`src/rtl/bme280_sweep_scheduler.sv`:
```
// bme280_sweep_scheduler
// Walks register_selector from FIRST_SEL to LAST_SEL. For each register it
// issues one en pulse to the I2C/BME280 wrapper and waits for ctrl_done or
// a timeout. The returned byte (or 8'hFF on timeout) goes into a 16-entry
// shadow buffer that the host can read at any time. A sweep starts on a
// host start pulse or on a periodic request.
//
// Ports:
//   clk, rst                 system clock, async active-low reset
//   start, auto_en           one-shot sweep request / periodic sweep enable
//   en, register_selector    transaction request and register index to wrapper
//   ctrl_done, ctrl_data     completion pulse and read byte from wrapper
//   busy, frame_valid        not-idle flag / one-cycle end-of-sweep pulse
//   timeout_err              sticky timeout flag for the current/last sweep
//   sweep_count              completed sweeps, wraps modulo 256
//   rd_addr, rd_data         host buffer read port, one-cycle latency
//
// state | meaning
// IDLE  | waiting for start or a pending periodic request
// ISSUE | en asserted for the current register
// WAIT  | waiting for ctrl_done or timeout expiry
// GAP   | idle spacing before the next en pulse
// DONE  | frame_valid asserted, sweep counted
module bme280_sweep_scheduler #(
  parameter int unsigned FIRST_SEL      = 0,
  parameter int unsigned LAST_SEL       = 15,
  parameter int unsigned PERIOD_CYCLES  = 50000000,
  parameter int unsigned TIMEOUT_CYCLES = 100000,
  parameter int unsigned GAP_CYCLES     = 16
) (
  input  logic       clk,
  input  logic       rst,
  input  logic       start,
  input  logic       auto_en,
  output logic       en,
  output logic [3:0] register_selector,
  input  logic       ctrl_done,
  input  logic [7:0] ctrl_data,
  output logic       busy,
  output logic       frame_valid,
  output logic       timeout_err,
  output logic [7:0] sweep_count,
  input  logic [3:0] rd_addr,
  output logic [7:0] rd_data
);

  localparam logic [3:0] FIRST = FIRST_SEL[3:0];
  localparam logic [3:0] LAST  = LAST_SEL[3:0];

  typedef enum logic [2:0] {
    S_IDLE,
    S_ISSUE,
    S_WAIT,
    S_GAP,
    S_DONE
  } state_t;

  state_t      state_q, state_d;
  logic [31:0] tmr_q, tmr_d;
  logic [31:0] period_q, period_d;
  logic        pending_q, pending_d;
  logic [3:0]  sel_q, sel_d;
  logic        en_q, en_d;
  logic        busy_q, busy_d;
  logic        frame_valid_q, frame_valid_d;
  logic        timeout_err_q, timeout_err_d;
  logic [7:0]  sweep_count_q, sweep_count_d;
  logic [7:0]  rd_data_q, rd_data_d;
  logic [7:0]  buf_q [16];
  logic [7:0]  buf_d [16];

  always_comb begin
    state_d       = state_q;
    tmr_d         = tmr_q;
    sel_d         = sel_q;
    en_d          = 1'b0;
    frame_valid_d = 1'b0;
    timeout_err_d = timeout_err_q;
    sweep_count_d = sweep_count_q;
    pending_d     = pending_q;
    period_d      = period_q;
    buf_d         = buf_q;
    // Read uses the pre-write buffer contents, so a same-cycle write
    // returns the old value.
    rd_data_d     = buf_q[rd_addr];

    case (state_q)
      S_IDLE: begin
        if (start || pending_q) begin
          sel_d         = FIRST;
          timeout_err_d = 1'b0;
          pending_d     = 1'b0;
          en_d          = 1'b1;
          state_d       = S_ISSUE;
        end
      end
      S_ISSUE: begin
        tmr_d   = '0;
        state_d = S_WAIT;
      end
      S_WAIT: begin
        // ctrl_done takes priority over a coincident timeout expiry.
        if (ctrl_done) begin
          buf_d[sel_q] = ctrl_data;
          tmr_d        = '0;
          state_d      = S_GAP;
        end else if (tmr_q == TIMEOUT_CYCLES - 1) begin
          buf_d[sel_q]  = 8'hFF;
          timeout_err_d = 1'b1;
          tmr_d         = '0;
          state_d       = S_GAP;
        end else begin
          tmr_d = tmr_q + 32'd1;
        end
      end
      S_GAP: begin
        if (tmr_q == GAP_CYCLES - 1) begin
          tmr_d = '0;
          if (sel_q == LAST) begin
            frame_valid_d = 1'b1;
            sweep_count_d = sweep_count_q + 8'd1;
            state_d       = S_DONE;
          end else begin
            sel_d   = sel_q + 4'd1;
            en_d    = 1'b1;
            state_d = S_ISSUE;
          end
        end else begin
          tmr_d = tmr_q + 32'd1;
        end
      end
      S_DONE: begin
        state_d = S_IDLE;
      end
      default: begin
        state_d = S_IDLE;
      end
    endcase

    // A wrap in the same cycle that a request is consumed re-arms pending.
    if (!auto_en) begin
      period_d  = '0;
      pending_d = 1'b0;
    end else if (period_q == PERIOD_CYCLES - 1) begin
      period_d  = '0;
      pending_d = 1'b1;
    end else begin
      period_d = period_q + 32'd1;
    end

    busy_d = (state_d != S_IDLE);
  end

  always_ff @(posedge clk or negedge rst) begin
    if (!rst) begin
      state_q       <= S_IDLE;
      tmr_q         <= '0;
      period_q      <= '0;
      pending_q     <= 1'b0;
      sel_q         <= FIRST;
      en_q          <= 1'b0;
      busy_q        <= 1'b0;
      frame_valid_q <= 1'b0;
      timeout_err_q <= 1'b0;
      sweep_count_q <= '0;
      rd_data_q     <= '0;
      buf_q         <= '{default: 8'h00};
    end else begin
      state_q       <= state_d;
      tmr_q         <= tmr_d;
      period_q      <= period_d;
      pending_q     <= pending_d;
      sel_q         <= sel_d;
      en_q          <= en_d;
      busy_q        <= busy_d;
      frame_valid_q <= frame_valid_d;
      timeout_err_q <= timeout_err_d;
      sweep_count_q <= sweep_count_d;
      rd_data_q     <= rd_data_d;
      buf_q         <= buf_d;
    end
  end

  assign en                = en_q;
  assign register_selector = sel_q;
  assign busy              = busy_q;
  assign frame_valid       = frame_valid_q;
  assign timeout_err       = timeout_err_q;
  assign sweep_count       = sweep_count_q;
  assign rd_data           = rd_data_q;

endmodule

```
`config.mk`:
```
export PLATFORM = sky130hd
export DESIGN_NAME = bme280_sweep_scheduler
export DESIGN_NICKNAME = d
export VERILOG_FILES = /design/src/rtl/bme280_sweep_scheduler.sv
export SDC_FILE = /design/constraint.sdc
export NUM_CORES = 1
export LEC_CHECK = 0
export BUFFER_PORTS_ARGS = -buffer_cell sky130_fd_sc_hd__buf_4
export CAP_MARGIN = 40
export CORE_ASPECT_RATIO = 0.8
export CORE_MARGIN = 3
export CORE_UTILIZATION = 53
export CTS_CLUSTER_DIAMETER = 40
export DETAILED_ROUTE_END_ITERATION = 8
export PLACE_DENSITY = 0.7
export SLEW_MARGIN = 5
export SYNTH_ARGS = -nofsm -noshare
export SYNTH_HDL_FRONTEND = slang
export SYNTH_SLANG_ARGS = --single-unit
```
`constraint.sdc`:
```
create_clock -name clk -period 2.8 [get_ports clk]
set_input_delay 0 -clock clk [delete_from_list [all_inputs] [get_ports clk]]
set_output_delay 0 -clock clk [all_outputs]
set_load 0.01 [all_outputs]
```
# [Yosys cells after proc, flatten, opt, wreduce, memory -nomap -nowiden]
# Cells that the tools add are included.
# Widths: inputs -> output; s select.
[totals] register_bits=220 inputBits=17
[classes] bitwise=3 eq_ne=14 magnitude_cmp=3 n_reduce_logical=13 mux=38 add_sub_neg=4
[op_table] cell="$mux 128" count=2
[op_table] cell="$mux 32" count=5
[op_table] cell="$bwmux 128" count=1
[op_table] cell="$or 128x128->128" count=1
[op_table] cell="$pmux 32 s3" count=1
[op_table] cell="$add 32x1->32 const B" count=2
[op_table] cell="$bmux 8 s4" count=1
[op_table] cell="$demux 8 s4" count=1
[op_table] cell="$eq 32x17->1 const B" count=1
[op_table] cell="$eq 32x26->1 const B" count=1
[op_table] cell="$eq 32x4->1 const B" count=1
[op_table] cell="$mux 8" count=3
[op_table] cell="$mux 3" count=5
[op_table] cell="$mux 1" count=12
[op_table] cell="$mux 4" count=3
[op_table] cell="$pmux 3 s4" count=1
[op_table] cell="$ge 5x5->1 const B" count=2
[op_table] cell="$ne 2x2->1 const B" count=5
[op_table] cell="$not 4->5" count=2
[op_table] cell="$add 8x1->8 const B" count=1
[op_table] cell="$pmux 4 s2" count=1
[op_table] cell="$reduce_and 4->1" count=2
[op_table] cell="$eq 3x2->1 const B" count=2
[op_table] cell="$ne 3x1->1 const B" count=2
[op_table] cell="other kinds (12)" count=17

# [Logic depth before layout (Yosys ltp)]
[depth] depth_word=8 depth_mapped=9

# [Worst setup path before layout]
# No wires, ideal clock.
[synth_timing] path_kind="register to register" start="register tmr_q[5]" end="register tmr_q[18]" slack_ns=0.462 stages_incl_launch_ff=9 required_time_ns=2.674 synth_period_minus_slack_ns=2.338 setup_time_ns=0.126 n_path_buf=3 arrival_time_ns=2.212 cell_sequence="dfrtp_1 > buf_6 > nor4_2 > nand4_1 > or4_4 > a22o_1 > buf_2 > buf_6 > a221o_1"
[synth_between] elab_chain_cells=4 elab_cells_between_ends=7 cone_classes="add/sub: 1; eq/ne: 2; mux: 4"
[synth_lines] item="start, declared" line_no="59" text="logic [31:0] tmr_q, tmr_d;"
[synth_lines] item="start signal, assigned" line_no="170" text="tmr_q <= tmr_d;"
[synth_lines] item="$add 32x1->32 / $eq 32x17->1 (equally long branches)" line_no="113, 129, 107"
[synth_lines] item="$mux 32" line_no="107" text="end else if (tmr_q == TIMEOUT_CYCLES - 1) begin"
[synth_lines] item="$mux 32" line_no="103" text="if (ctrl_done) begin"
[synth_lines] item="$pmux 32 s3 *" line_no="87" text="case (state_q)"
# Every way passes the cells marked *; elsewhere a longest branch is shown, timed or not.
# A chain may end at the register's enable or synchronous reset.

# [Final worst setup path]
[layout_timing] start="register tmr_q[6]" end="register tmr_q[25]"
# The elaborated chain is that of the path after synthesis.

==> results.sh <==
export IMPL_outcome="complete, no violations"
export IMPL_crit_slowest_cell="or4_4"
export IMPL_syn_inst=847
export IMPL_startpoint_type="flip-flop"
export IMPL_rows=44
export IMPL_setup_viol=0
export IMPL_worstHoldPathType="input port to async pin"
export IMPL_cp_max_fo=57
export IMPL_io_pins=41
export IMPL_drt_pre_antenna_iters=5
export IMPL_powerDensity_nw_per_um2=859
export IMPL_rsz0062_at_grt="false"
export IMPL_synth_flop_cell="dfrtp_1"
export IMPL_wl_um=25300
export IMPL_ys_warn_count=0
export IMPL_clockBufferDepth=3
export IMPL_async_reset_ff_frac=1.00
export IMPL_nNetsFinal=933
export IMPL_place_gp_congestion=0.855
export IMPL_leakagePower_nw=5.02
export IMPL_period_minus_slack_ns=2.59
export IMPL_num_vias=7569
export IMPL_syn_num_nets=871
export IMPL_drive_above_1_share=0.193
export IMPL_cts_buffers=28
export IMPL_start_util=0.553
export IMPL_grt_antenna_before_repair=1
export IMPL_critPathBufInv=1
export IMPL_fmax_ghz=0.386
export IMPL_grt_max_degree=84
export IMPL_die_x_um=162
export IMPL_die_area_um2=21100
export IMPL_clk_latency_ns=0.53
export IMPL_clock_skew_ns=0.00879
export IMPL_postRouteAntennaNets=0
export IMPL_tns_ns=0
export IMPL_cts_clk_slew_worst_paths_ns=0.05
export IMPL_synth_edf_count=0
export IMPL_die_h_um=131
export IMPL_wl_per_cell_um=21.4
export IMPL_netlist_area_um2=10300
export IMPL_critPathTopFamily="simple AND/OR/NAND/NOR gates"
export IMPL_slew_headroom=0.468
export IMPL_final_cell_mix="220 x dfrtp_1, 88 x o22a_1, 61 x nor2_1, 60 x buf_4, 54 x nand2_1"
export IMPL_whs_ns=0.0858
export IMPL_final_hold_violation_count=0
export IMPL_vias_per_cell=6.39
export IMPL_ys_ff_latch=220
export IMPL_vdd_drop_max_mv=0.436
export IMPL_cts_sinks=220
export IMPL_cts_tree="built"
export IMPL_cap_violations=0
export IMPL_numPortBuffers=40
export IMPL_slew_viol_final=0
export IMPL_layout_commonest_cell="dfrtp_1"
export IMPL_drt_iter0_drc=748
export IMPL_n_antenna_cell=0
export IMPL_tightest_slew_ns=0.792
export IMPL_crit_type="flip-flop to flip-flop"
export IMPL_grt_overflow=0
export IMPL_core_region_area_um2=18600
export IMPL_end_kind="flip-flop"
export IMPL_cp_cell_sequence="nor4_1 > nand4_1 > or4_4 > a22o_1 > buf_12 > and3_1 > a221o_1"
export IMPL_grt_pass1_wl_um=41800
export IMPL_area_delta_synth_final_pct=17.6
export IMPL_grt_use_total=0.246
export IMPL_drc_errors=0
export IMPL_crit_required_ns=3.21
export IMPL_critPathArrivalTime_ns=3.00
export IMPL_ys_types=52
export IMPL_avgSynthCellArea_um2=12.2
export IMPL_grt_pass1_vias=7753
export IMPL_post_route_period_util=0.925
export IMPL_power_mw=10.4
export IMPL_ys_seq_area_frac=0.535
export IMPL_max_stage_delay_ns=0.61
export IMPL_dp_final_hpwl_um=16500
export IMPL_htreeDepth=1
export IMPL_root_buffer="clkbuf_16"
[cell usage after synthesis (9+ instances only)]
cell,count,area share
a21oi_1,13,0.0063
nor2_1,61,0.022
o21ai_0,9,0.0044
dfrtp_1,220,0.53
a2bb2oi_1,40,0.034
xnor2_1,23,0.020
nor2b_1,12,0.0073
nor4_1,12,0.0073
nand2b_1,11,0.0067
nand3_1,44,0.021
o22a_1,88,0.075
nand2_1,54,0.020
nand4_1,16,0.0097
and3_1,27,0.016
xor2_1,16,0.014
mux4_2,40,0.088
clkbuf_1,29,0.011
a31oi_1,14,0.0085
inv_1,13,0.0047
nor3_1,11,0.0053
[area by class of cell]
type                            instances  area, µm²
Clock buffer                           35        788
Clock inverter                         17        238
Fill cell                            1381       6500
Inverter                               13       48.8
Multi-Input combinational cell        566       4520
Sequential cell                       220       5510
Tap cell                              253        317
Timing Repair Buffer                   80        694
[where the power goes]
part / switching (mW) / internal, mW / total (mW)
clock network: 1.42 / 2.47 / 3.89
logic: 1.04 / 1.10 / 2.15
registers: 0.492 / 3.87 / 4.36
[metrics by stage]
step	std cells	util	setup WS [ns]	cell area, µm²
after floorplan	847	-	0.462	10300
after global placement	1115	0.586	0.227	10900
after detailed placement	1117	0.587	0.194	10900
after CTS	1184	0.650	0.180	12100
after global routing	1184	0.651	0.0351	12100
final	1184	0.651	0.211	12100
[flip-flops by register name, indices dropped and copies added, names as in the netlist]
name,cells
pending_q,1
frame_valid,1
sweep_count,8
period_q,32
en,1
timeout_err,1
register_selector,4
rd_data,8
buf_q,128
tmr_q,32
state_q,3
busy,1
[routing by layer]
| layer | track usage | vias up | part of all wire | wire (µm) |
|---|---|---|---|---|
| met5 | 0 | - | 0.00040 | 10 |
| met4 | 0.0562 | 2 | 0.020 | 510 |
| met3 | 0.0482 | 49 | 0.066 | 1660 |
| met2 | 0.399 | 247 | 0.47 | 12000 |
| met1 | 0.351 | 3948 | 0.44 | 11100 |
| li1 | - | 3323 | - | - |
[final timing paths]
| path | to | cells past startpoint | start | slack, ns |
|---|---|---|---|---|
| max | tmr_q[25] | 7 | tmr_q[6] | 0.21 |
| max in group asynchronous | busy | 3 | rst | 1.93 |
| min reg2reg | sweep_count[7] | 1 | sweep_count[7] | 0.48 |
| max reg2reg | tmr_q[25] | 7 | tmr_q[6] | 0.21 |
| min | tmr_q[11] | 2 | rst | 0.09 |
| min in group clk | rd_data[1] | 3 | rd_addr[1] | 0.29 |
[repair_timing]
action	4_1_cts	5_1_grt
gates resized for setup	0	1
hold buffers	15	0
hold endpoints to repair	139	0
setup endpoints to repair	0	11
buffers inserted	0	0
[worst reg2reg max path: cells and delay by family, from the launching register on]
kind | cells | cell delay, ns
flops | 1 | 0.44
simple gates | 4 | 1.34
buf+inv | 1 | 0.19
compound gates | 2 | 0.49
[kinds of logic after synthesis]
| family | count (synthesis) | synth area share |
|---|---|---|
| AOI/OAI and AO/OA | 188 | 0.148 |
| buffers and inverters | 61 | 0.0269 |
| DFF | 220 | 0.535 |
| xor gates and xnor gates | 39 | 0.0332 |
| muxes | 44 | 0.0915 |
| adders and majority gates | 7 | 0.00851 |
| and+or+nand+nor | 288 | 0.157 |
No activity file was read; power rests on OpenSTA's default activity.
